===== src/rtl/life_array_grid_pkg.sv =====
// Shared types and constants for the Life array: FSM states, B3/S23 rule
// thresholds and the live-neighbour counter.
package life_pkg;

  localparam int NCNT_W = 4;

  localparam logic [NCNT_W-1:0] BIRTH_N   = NCNT_W'(3);
  localparam logic [NCNT_W-1:0] SURVIVE_N = NCNT_W'(2);

  typedef enum logic {
    IDLE = 1'b0,
    RUN  = 1'b1
  } state_t;

  // Count live cells among the eight neighbours (result 0..8).
  function automatic logic [NCNT_W-1:0] count_live(input logic [7:0] nbr);
    logic [NCNT_W-1:0] cnt;
    cnt = '0;
    for (int i = 0; i < 8; i++) cnt = cnt + NCNT_W'(nbr[i]);
    return cnt;
  endfunction

endpackage


===== src/rtl/life_array_grid_if.sv =====
// Control/data bus of the Life array: row load, row readout, run control
// and status. The controller drives it through master, the grid is slave.
interface life_array_grid_if #(
  parameter int ROWS  = 16,
  parameter int COLS  = 16,
  parameter int GEN_W = 16
);
  localparam int RW = $clog2(ROWS);

  logic [COLS-1:0]  vali;
  logic [RW-1:0]    vali_selector;
  logic             write_enb;
  logic [RW-1:0]    valo_selector;
  logic [COLS-1:0]  valo;
  logic [COLS-1:0]  valo_prev;
  logic             step;
  logic             run_start;
  logic [GEN_W-1:0] run_len;
  logic             busy;
  logic             done;
  logic [GEN_W-1:0] generation;
  logic             stable;
  logic             extinct;

  modport master (
    output vali, vali_selector, write_enb, valo_selector, step, run_start, run_len,
    input  valo, valo_prev, busy, done, generation, stable, extinct
  );

  modport slave (
    input  vali, vali_selector, write_enb, valo_selector, step, run_start, run_len,
    output valo, valo_prev, busy, done, generation, stable, extinct
  );
endinterface


===== src/rtl/life_array_grid_cell.sv =====
// One Life cell: B3/S23 next state from the cell and its eight neighbours.
module life_cell
  import life_pkg::*;
(
  input  logic       i_cell,
  input  logic [7:0] i_nbr,
  output logic       o_next
);
  logic [NCNT_W-1:0] w_cnt;

  // Born on exactly three neighbours, survive on two or three.
  always_comb begin
    w_cnt  = count_live(i_nbr);
    o_next = (w_cnt == BIRTH_N) | (i_cell & (w_cnt == SURVIVE_N));
  end
endmodule


===== src/rtl/life_array_grid.sv =====
// ROWS x COLS Conway's Life array with row load/readout, single-step and
// counted runs, optional torus wrap and stable/extinct status. With WRAP=0
// the edge/corner inputs supply off-grid neighbours so arrays can be tiled.
module life_array_grid
  import life_pkg::*;
#(
  parameter int ROWS           = 16,
  parameter int COLS           = 16,
  parameter int WRAP           = 0,
  parameter int GEN_W          = 16,
  parameter int STOP_ON_STABLE = 1
) (
  input  logic            clk,
  input  logic            reset,
  life_array_grid_if.slave bus,
  input  logic [COLS-1:0] ni,
  input  logic [COLS-1:0] si,
  input  logic [ROWS-1:0] wi,
  input  logic [ROWS-1:0] ei,
  input  logic            nwi,
  input  logic            nei,
  input  logic            sei,
  input  logic            swi,
  output logic [COLS-1:0] no,
  output logic [COLS-1:0] so,
  output logic [ROWS-1:0] wo,
  output logic [ROWS-1:0] eo,
  output logic            nwo,
  output logic            neo,
  output logic            seo,
  output logic            swo
);
  localparam int RW = $clog2(ROWS);
  localparam bit WR = (WRAP != 0);

  logic [ROWS-1:0][COLS-1:0] r_cur;
  logic [ROWS-1:0][COLS-1:0] r_prev;
  state_t                    r_state;
  logic [GEN_W-1:0]          r_cnt;
  logic [GEN_W-1:0]          r_gen;
  logic                      r_busy;
  logic                      r_done;

  logic [ROWS+1:0][COLS+1:0] w_pad;
  logic [ROWS-1:0][COLS-1:0] w_next;
  logic [RW-1:0]             w_rd_sel;
  logic                      w_same;

  // Surround the grid with a one-cell ring taken from the wrap or the edge inputs.
  always_comb begin
    // NOTE: every bit of w_pad is written on each pass, so no latch can be inferred.
    w_pad = '0;
    for (int r = 0; r < ROWS; r++)
      for (int c = 0; c < COLS; c++) w_pad[r+1][c+1] = r_cur[r][c];
    for (int c = 0; c < COLS; c++) begin
      w_pad[0][c+1]      = WR ? r_cur[ROWS-1][c] : ni[c];
      w_pad[ROWS+1][c+1] = WR ? r_cur[0][c]      : si[c];
    end
    for (int r = 0; r < ROWS; r++) begin
      w_pad[r+1][0]      = WR ? r_cur[r][COLS-1] : wi[r];
      w_pad[r+1][COLS+1] = WR ? r_cur[r][0]      : ei[r];
    end
    w_pad[0][0]           = WR ? r_cur[ROWS-1][COLS-1] : nwi;
    w_pad[0][COLS+1]      = WR ? r_cur[ROWS-1][0]      : nei;
    w_pad[ROWS+1][COLS+1] = WR ? r_cur[0][0]           : sei;
    w_pad[ROWS+1][0]      = WR ? r_cur[0][COLS-1]      : swi;
  end

  for (genvar r = 0; r < ROWS; r++) begin : g_row
    for (genvar c = 0; c < COLS; c++) begin : g_col
      life_cell u_cell (
        .i_cell (r_cur[r][c]),
        .i_nbr  ({w_pad[r][c],   w_pad[r][c+1],   w_pad[r][c+2],
                  w_pad[r+1][c],                  w_pad[r+1][c+2],
                  w_pad[r+2][c], w_pad[r+2][c+1], w_pad[r+2][c+2]}),
        .o_next (w_next[r][c])
      );
    end
  end

  assign w_same = (w_next == r_cur);

  // Grid registers plus IDLE/RUN control with registered busy and done.
  always_ff @(posedge clk) begin
    if (reset) begin
      // NOTE: the grid is a flop array rather than a RAM, so it is cleared with the rest of the state.
      r_cur   <= '0;
      r_prev  <= '0;
      r_state <= IDLE;
      r_cnt   <= '0;
      r_gen   <= '0;
      r_busy  <= 1'b0;
      r_done  <= 1'b0;
    end else begin
      // NOTE: non-blocking assignments so every register samples pre-edge values.
      r_done <= 1'b0;
      case (r_state)
        IDLE: begin
          if (bus.write_enb) begin
            r_cur[bus.vali_selector] <= bus.vali;
          end else if (bus.run_start) begin
            if (bus.run_len == '0) begin
              r_done <= 1'b1;
            end else begin
              r_state <= RUN;
              r_busy  <= 1'b1;
              r_cnt   <= bus.run_len;
            end
          end else if (bus.step) begin
            r_prev <= r_cur;
            r_cur  <= w_next;
            r_gen  <= r_gen + GEN_W'(1);
          end
        end
        RUN: begin
          r_prev <= r_cur;
          r_cur  <= w_next;
          r_gen  <= r_gen + GEN_W'(1);
          r_cnt  <= r_cnt - GEN_W'(1);
          if ((r_cnt == GEN_W'(1)) || ((STOP_ON_STABLE != 0) && w_same)) begin
            r_state <= IDLE;
            r_busy  <= 1'b0;
            r_done  <= 1'b1;
          end
        end
        default: r_state <= IDLE;
      endcase
    end
  end

  assign w_rd_sel       = bus.valo_selector;
  assign bus.valo       = r_cur[w_rd_sel];
  assign bus.valo_prev  = r_prev[w_rd_sel];
  assign bus.busy       = r_busy;
  assign bus.done       = r_done;
  assign bus.generation = r_gen;
  assign bus.stable     = (r_cur == r_prev);
  assign bus.extinct    = (r_cur == '0);

  assign no  = r_cur[0];
  assign so  = r_cur[ROWS-1];
  assign nwo = r_cur[0][0];
  assign neo = r_cur[0][COLS-1];
  assign seo = r_cur[ROWS-1][COLS-1];
  assign swo = r_cur[ROWS-1][0];

  // Gather the left and right grid columns for the west/east outputs.
  always_comb begin
    wo = '0;
    eo = '0;
    for (int r = 0; r < ROWS; r++) begin
      wo[r] = r_cur[r][0];
      eo[r] = r_cur[r][COLS-1];
    end
  end
endmodule


===== src/flat_wrapper.sv =====
// flat-port wrapper written by rule: the top's interface ports become plain ports
module life_array_grid_flat import life_pkg::*;
#(
  parameter int ROWS           = 16,
  parameter int COLS           = 16,
  parameter int WRAP           = 0,
  parameter int GEN_W          = 16,
  parameter int STOP_ON_STABLE = 1
)
  (clk, reset, ni, si, wi, ei, nwi, nei, sei, swi, no, so, wo, eo, nwo, neo, seo, swo, bus_vali, bus_vali_selector, bus_write_enb, bus_valo_selector, bus_step, bus_run_start, bus_run_len, bus_valo, bus_valo_prev, bus_busy, bus_done, bus_generation, bus_stable, bus_extinct);
  life_array_grid_if #(.ROWS(ROWS), .COLS(COLS), .GEN_W(GEN_W)) bus_i ();
  input  logic clk;
  input  logic reset;
  input  logic [COLS-1:0] ni;
  input  logic [COLS-1:0] si;
  input  logic [ROWS-1:0] wi;
  input  logic [ROWS-1:0] ei;
  input  logic nwi;
  input  logic nei;
  input  logic sei;
  input  logic swi;
  output logic [COLS-1:0] no;
  output logic [COLS-1:0] so;
  output logic [ROWS-1:0] wo;
  output logic [ROWS-1:0] eo;
  output logic nwo;
  output logic neo;
  output logic seo;
  output logic swo;
  input wire logic [$bits(bus_i.vali)-1:0] bus_vali;
  input wire logic [$bits(bus_i.vali_selector)-1:0] bus_vali_selector;
  input wire logic [$bits(bus_i.write_enb)-1:0] bus_write_enb;
  input wire logic [$bits(bus_i.valo_selector)-1:0] bus_valo_selector;
  input wire logic [$bits(bus_i.step)-1:0] bus_step;
  input wire logic [$bits(bus_i.run_start)-1:0] bus_run_start;
  input wire logic [$bits(bus_i.run_len)-1:0] bus_run_len;
  output wire logic [$bits(bus_i.valo)-1:0] bus_valo;
  output wire logic [$bits(bus_i.valo_prev)-1:0] bus_valo_prev;
  output wire logic [$bits(bus_i.busy)-1:0] bus_busy;
  output wire logic [$bits(bus_i.done)-1:0] bus_done;
  output wire logic [$bits(bus_i.generation)-1:0] bus_generation;
  output wire logic [$bits(bus_i.stable)-1:0] bus_stable;
  output wire logic [$bits(bus_i.extinct)-1:0] bus_extinct;
  assign bus_i.vali = bus_vali;
  assign bus_i.vali_selector = bus_vali_selector;
  assign bus_i.write_enb = bus_write_enb;
  assign bus_i.valo_selector = bus_valo_selector;
  assign bus_i.step = bus_step;
  assign bus_i.run_start = bus_run_start;
  assign bus_i.run_len = bus_run_len;
  assign bus_valo = bus_i.valo;
  assign bus_valo_prev = bus_i.valo_prev;
  assign bus_busy = bus_i.busy;
  assign bus_done = bus_i.done;
  assign bus_generation = bus_i.generation;
  assign bus_stable = bus_i.stable;
  assign bus_extinct = bus_i.extinct;
  life_array_grid #(.ROWS(ROWS), .COLS(COLS), .WRAP(WRAP), .GEN_W(GEN_W), .STOP_ON_STABLE(STOP_ON_STABLE)) u_core (.clk(clk), .reset(reset), .bus(bus_i), .ni(ni), .si(si), .wi(wi), .ei(ei), .nwi(nwi), .nei(nei), .sei(sei), .swi(swi), .no(no), .so(so), .wo(wo), .eo(eo), .nwo(nwo), .neo(neo), .seo(seo), .swo(swo));
endmodule

===== config.mk =====
export PLATFORM = sky130hd
export DESIGN_NAME = life_array_grid_flat
export DESIGN_NICKNAME = d
export VERILOG_FILES = /design/src/rtl/life_array_grid_pkg.sv /design/src/rtl/life_array_grid_if.sv /design/src/rtl/life_array_grid_cell.sv /design/src/rtl/life_array_grid.sv /design/src/flat_wrapper.sv
export SDC_FILE = /design/constraint.sdc
export NUM_CORES = 2
export LEC_CHECK = 0
export ABC_AREA = 1
export CORE_MARGIN = 3
export CORE_UTILIZATION = 35
export DETAILED_ROUTE_END_ITERATION = 16
export PLACE_DENSITY = 0.6
export SETUP_SLACK_MARGIN = 0.2
export SYNTH_ARGS = -nofsm -noshare
export SYNTH_HDL_FRONTEND = slang
export SYNTH_SLANG_ARGS = --single-unit

===== constraint.sdc =====
create_clock -name clk -period 9.3 [get_ports clk]
set_clock_uncertainty 0.15 [all_clocks]
set_input_delay 1.86 -clock clk [delete_from_list [all_inputs] [get_ports clk]]
set_output_delay 1.86 -clock clk [all_outputs]
set_load 0.005 [all_outputs]

# Word level (Yosys, flattened, before mapping)
# Index checks and enable logic that the tools add are counted.
op_classes:
  shifts: 0
  eq_ne: 523
  order_cmp: 3
  multipliers: 0
  div_mod_pow: 0
  add_sub_neg: 1794
  n_mux: 38
  n_reduce_logical: 8
  bitwise_logic: 513
op_table:
  columns: ["op", "n"]
  rows:
  - ["$add 4x1->4", 1024]
  - ["$eq 4x2->1 const B", 512]
  - ["$mux 256", 6]
  - ["$add 3x1->4", 256]
  - ["$pmux 256 s2", 2]
  - ["$add 2x1->3", 256]
  - ["$add 1x1->2", 256]
  - ["$eq 256x256->1", 2]
  - ["$and 1x1->1", 256]
  - ["$bwmux 256", 1]
  - ["$logic_not 256->1", 1]
  - ["$or 1x1->1", 256]
  - ["$mux 16", 9]
  - ["$bmux 16 s4", 2]
  - ["$demux 16 s4", 1]
  - ["$pmux 16 s2", 2]
  - ["$add 16x1->16 const B", 1]
  - ["$eq 16x1->1 const B", 1]
  - ["$logic_not 16->1", 1]
  - ["$sub 16x1->16 const B", 1]
  - ["$mux 1", 12]
  - ["$ne 2x2->1 const B", 6]
  - ["$lt 4x5->1 const B", 2]
  - ["$ne 3x3->1 const B", 2]
  - ["8 further kinds", 11]
word_totals:
  inputBits: 113
  output_inout_bits: 120
  latch_bits: 0
  memories: 0
  romBits: 0
  ram_bits: 0
  elab_cells: 2916
  register_bits: 547

# Depth between registers and ports, before layout
logic_depth:
  depth_word: 14
  ltp_mapped: 27
  mapped_depth_nobuf: 27

# Modules after synthesis
# A second synthesis with hierarchy kept.
hier_totals:
  hier_cells: 10878
  hier_area_um2: 79648.9
modules_own_cells:
  columns: ["module", "instances", "seq_area_each_um2", "area_each_um2", "cells_per_inst"]
  rows:
  - ["life_array_grid", 1, 10950.5, 33978.8, 5246]
  - ["life_cell (u_core.g_row[13].g_col[1].u_cell ...)", 135, 0.0, 180.2, 22]
  - ["life_cell (u_core.g_row[0].g_col[0].u_cell ...)", 121, 0.0, 176.4, 22]

# Least setup slack after synthesis
# No wires, ideal clock.
synth_timing:
  kind: "input port to flip-flop"
  startpoint: "input ei[1]"
  endpoint: "register u_core.r_state"
  t_arrival_ns: 5.262
  path_buffers: 0
  setup_ns: 0.118
  setup_slack_ns: 3.770
  required_ns: 9.032
  cell_stages: 24
  cell_sequence: "inv_1 fa_1 fa_1 fa_1 inv_1 ha_1 fa_1 o21ai_1 a21oi_1 nand2_1 nand2_1 nand2_1 nor2_1 nand2_1 nor2_1 nand2_1 nor2_1 nand2_1 nor2_1 nand2_1 nand2_1 nand2_1 nand2_1 nor2_1"
synth_via:
  elab_chain_len: 14
  word_cells_on_any_way: 31
  classes_between: "add/sub (15); eq/ne (7); mux (2); bitwise (6); reduce/logical (1)"
synth_lines:
  columns: ["item", "line_no", "source"]
  rows:
  - ["start, declared", "flat_wrapper.sv:17", "input logic [ROWS-1:0] ei;"]
  - ["$add 1x1->2", "life_array_grid_pkg.sv:19", "for (int i = 0; i < 8; i++) cnt = cnt + NCNT_W'(nbr[i]);"]
  - ["$add 2x1->3", "life_array_grid_pkg.sv:19", null]
  - ["$add 3x1->4", "life_array_grid_pkg.sv:19", null]
  - ["$add 4x1->4 (4 in a row)", "life_array_grid_pkg.sv:19", null]
  - ["$eq 4x2->1", "life_array_grid_cell.sv:14", "o_next = (w_cnt == BIRTH_N) | (i_cell & (w_cnt == SURVIVE_N));"]
  - ["$and 1x1->1", "life_array_grid_cell.sv:14", null]
  - ["$or 1x1->1", "life_array_grid_cell.sv:14", null]
  - ["$eq 256x256->1 (*)", "life_array_grid.sv:81", "assign w_same = (w_next == r_cur);"]
  - ["$logic_or 1x1->1 (*)", "life_array_grid.sv:120", "if ((r_cnt == GEN_W'(1)) || ((STOP_ON_STABLE != 0) && w_same)) begin"]
  - ["$mux 1 (*)", "life_array_grid.sv:120", null]
  - ["$pmux 1 s2 (*)", "life_array_grid.sv:97", "case (r_state)"]
  - ["end signal, assigned", "life_array_grid.sv:89", "r_state <= IDLE;"]
  - ["end signal, assigned", "life_array_grid.sv:121", "r_state <= IDLE;"]
  - ["end signal, assigned", "life_array_grid.sv:126", "default: r_state <= IDLE;"]
  - ["end, declared", "life_array_grid.sv:38", "state_t r_state;"]
# Every way passes the cells marked *; elsewhere a longest branch is shown, timed or not.
# A chain may end at the register's enable or synchronous reset.

# Final worst setup path
layout_timing:
  startpoint: "register u_core.r_cur[70] (netlist name)"
  endpoint: "output bus_extinct"
layout_via:
  elab_chain_len: 1
layout_lines:
  columns: ["item", "line_no", "source"]
  rows:
  - ["start, declared", "life_array_grid.sv:36", "logic [ROWS-1:0][COLS-1:0] r_cur;"]
  - ["start signal, assigned by index", "life_array_grid.sv:100", "r_cur[bus.vali_selector] <= bus.vali;"]
  - ["start signal, assigned", "life_array_grid.sv:111", "r_cur <= w_next;"]
  - ["start signal, assigned", "life_array_grid.sv:117", "r_cur <= w_next;"]
  - ["$logic_not 256->1", "life_array_grid.sv:138", "assign bus.extinct = (r_cur == '0);"]
  - ["end, declared", "flat_wrapper.sv:43", "output wire logic [$bits(bus_i.extinct)-1:0] bus_extinct;"]
# Every way passes these cells.

==> results.cfg <==
[outcome]
status = completed

[min_path]
min_from = u_core.bus.generation[12]$_SDFFE_PP0P_
min_to = u_core.bus.generation[12]$_SDFFE_PP0P_
whs_path_depth = 2
min_path_type = reg2reg

[power]
netSwitchingFraction_pct = 54.7
power_frac_comb_pct = 72.9
leakage_nw = 42.1
seqPwrFrac_pct = 13.5
internal-power_mw = 11.5
finalPower_mw = 25.4
p_per_area_nw_per_um2 = 295
power.net_switching_mw = 13.9
p_clk_share_pct = 13.5
vdd_ir_drop_max_mv = 0.173

[yosys]
synthArstFlopShare_pct = 0
muxShareOfSynthArea_pct = 0
synth_edf_count = 0
synth_area_leaders = fa_1, dfxtp_1, ha_1
synth_top_area_cell = fa_1
seq_area_frac_synth_pct = 14.1
ys_ff_latch = 547
netlist_instances = 10200
synth_flop_cell = dfxtp_1
ys_types = 46
synth-compound-area-share_pct = 12.9
yosysWarnings = 0
synth_top_family_by_area = adder cells
netlist_area_um2 = 77400
synthSimpleGateAreaFrac_pct = 19.6
netlist.area_leader.share_pct = 26.5
synth_xor_area_share_pct = 2.16
syn_nets = 12200
avgSynthCellArea_um2 = 7.59
synth_fa_ha_area_share_pct = 40.2

[drt]
dr.pass1.iters = 9
drt_iter0_drc = 9118
detail_route.wirelength_mm = 342
drc = 0
viasPerCell = 5.58
wl_per_cell_um = 25.7
vias = 74300
antenna_left = 0

[clocking]
ctsLongestPathBuffers = 3
insertion_delay_ns = 0.75
cts-root-buf = clkbuf_16
htreeDepth = 3
post-cts-setup-buffers = 0
cts_tree = built
clock_sinks = 547
numCtsBuffers = 80
clk_pin_slew_ns = 0.05
ctsResizeCount = 0
cts_hold_buffers = 0

[grt]
antenna_found_initial = 36
grt_use_total_pct = 29.4
grt_pass1_vias = 71400
overflow = 0
grt_max_degree = 245
grt_pass1_wl_mm = 491

[timing]
fmax_mhz = 129
fin_crit_ns = 7.75
worst_slack_ns = 1.55
setup_violations = 0
post-route-period-util_pct = 83.3
whs_ns = 0.332
rsz0062_at_grt = false
hold_viol_final = 0
tightest_slew_ns = 1.44
timing.setup.tns_ns = 0
max_slew_margin_pct = 3.35
report.final.slew_viol_count = 0

[floorplan]
rows = 171
start_util_pct = 35.4
design.die.area_um2 = 227000
die_h_um = 476
io_pins = 233
die_width_um = 476
core_area_um2 = 218000

[place]
portBuffers = 232
place.gp.congestion = 1.04
numPlacedInstances = 13200
place_hpwl_mm = 262
post-place-ws_ns = 1.64

[critical_path]
r2r_cells = 24
cp.required_ns = 7.29
worst-path-max-fanout = 11
cp_common_cell = nand4_1
crit_path_max_incr_delay_ns = 0.99
rr_startpoint = u_core.r_cur[109]$_SDFFE_PP0P_
r2r_setup_slack_ns = 2.62
start_kind = flop
timing.rr.end = u_core.r_state$_SDFF_PP0_
slowest_stage = nor4_1
critPathCaptureType = output pin
startpoint = u_core.r_cur[70]$_SDFFE_PP0P_
crit_type = reg2out
crit_arrival_ns = 5.74
path_cells = inv_1, ha_1, nand4_1, nor4_1, nand2_1, nor3_1, nand4_1, nor2_1, clkdlybuf4s50_1

[run]
maxCapViolCount = 0

[finish]
drive_above_1_share_pct = 3.51
area_delta_synth_final_pct = 11.0
nFillCells = 22300
fin_nets = 12300
fin_cells = 13300
final_cell_mix = nand2_1, inv_1, nor2_1, fa_1, ha_1
final_common_cell = nand2_1
==> through the flow <==
stage          instance area, um^2  utilization (%)
6_report                     85900             39.3
2_1_floorplan                77400                -
4_1_cts                      85900             39.3
3_3_place_gp                 83100             38.0
5_1_grt                      85900             39.3
3_5_place_dp                 83100             38.0
==> cells in the mapped netlist, types with 2 or more instances <==
cell,count
o2111ai_1,25
o22ai_1,17
o21a_1,20
buf_2,66
inv_2,5
nor3_2,2
or2_2,16
xor2_1,3
o21ai_1,221
nand2_1,1779
xnor2_1,188
nor2_1,1065
a211oi_1,227
nor2_4,2
buf_4,65
nand4_1,96
fa_1,1024
o21bai_1,3
nor4_1,49
o221ai_1,35
ha_1,849
dfxtp_1,547
o21ai_0,565
nand3b_1,57
inv_1,1785
a31oi_1,6
nor3_1,211
clkbuf_1,234
buf_1,24
a21oi_1,494
o211ai_1,128
nor2_2,3
nand3_1,379
==> layer usage <==
metal | track usage [%] | share of wire, % | vias up
met4 | 21.1 | 8.6 | 14
met2 | 43.7 | 42 | 4259
met1 | 36.9 | 38 | 36200
met3 | 7.64 | 11 | 989
met5 | 0 | 0.030 | -
li1 | - | - | 32900
==> layout make-up <==
type,instances,area [um^2],area share (%)
diodes,22,55.1,0.0641
clock buffers,111,2300,2.68
clock inverters,35,526,0.611
inverters,1791,6740,7.84
multi-input cells,7476,58000,67.4
flip-flops and latches,547,11000,12.7
well taps,2941,3680,4.28
repair buffers,411,3730,4.34
==> how the worst max path moves through the flow <==
stage	to	slack, ns	depth (start not counted)
6_report	bus_extinct	1.55	9
5_1_grt	bus_extinct	1.61	10
4_1_cts	bus_extinct	1.72	9
3_5_place_dp	u_core.r_state$_SDFF_PP0_	1.64	25
3_3_place_gp	u_core.r_state$_SDFF_PP0_	1.67	25
2_1_floorplan	u_core.r_state$_SDFF_PP0_	3.77	24
==> sequential cells by signal, summed over array words and instances, names as in the netlist <==
signal	cells
u_core.bus.done	1
u_core.r_cur	196
u_core.eo	14
u_core.wo	14
u_core.bus.busy	1
u_core.so	16
u_core.r_cnt	16
u_core.r_prev	256
u_core.bus.generation	16
u_core.r_state	1
u_core.no	16
==> cell families after synthesis <==
logic type               after synthesis
AO/OA/AOI/OAI                       1745
XOR/XNOR                             191
adder cells (fa/ha/maj)             1873
buffers and inverters               2180
flip-flops                           547
AND/OR/NAND/NOR                     3667
==> power by group through the flow <==
stage	registers, mW	logic [mW]	clock network (mW)
finish	3.44	18.5	3.44
global route	3.43	21.2	3.54
CTS	3.40	18.3	3.46
detailed placement	3.44	18.1	0
global placement	3.44	17.3	0
floorplan	3.05	13.0	0
==> worst max-delay path, delay by kind of cell, from the launching register on <==
kind / cells / cell delay (ns)
simple gates: 6 / 2.86
flops: 1 / 0.46
fa+ha+maj: 1 / 0.28
buf+inv: 2 / 1.39
Note: power is estimated with default switching activity, not from simulation.
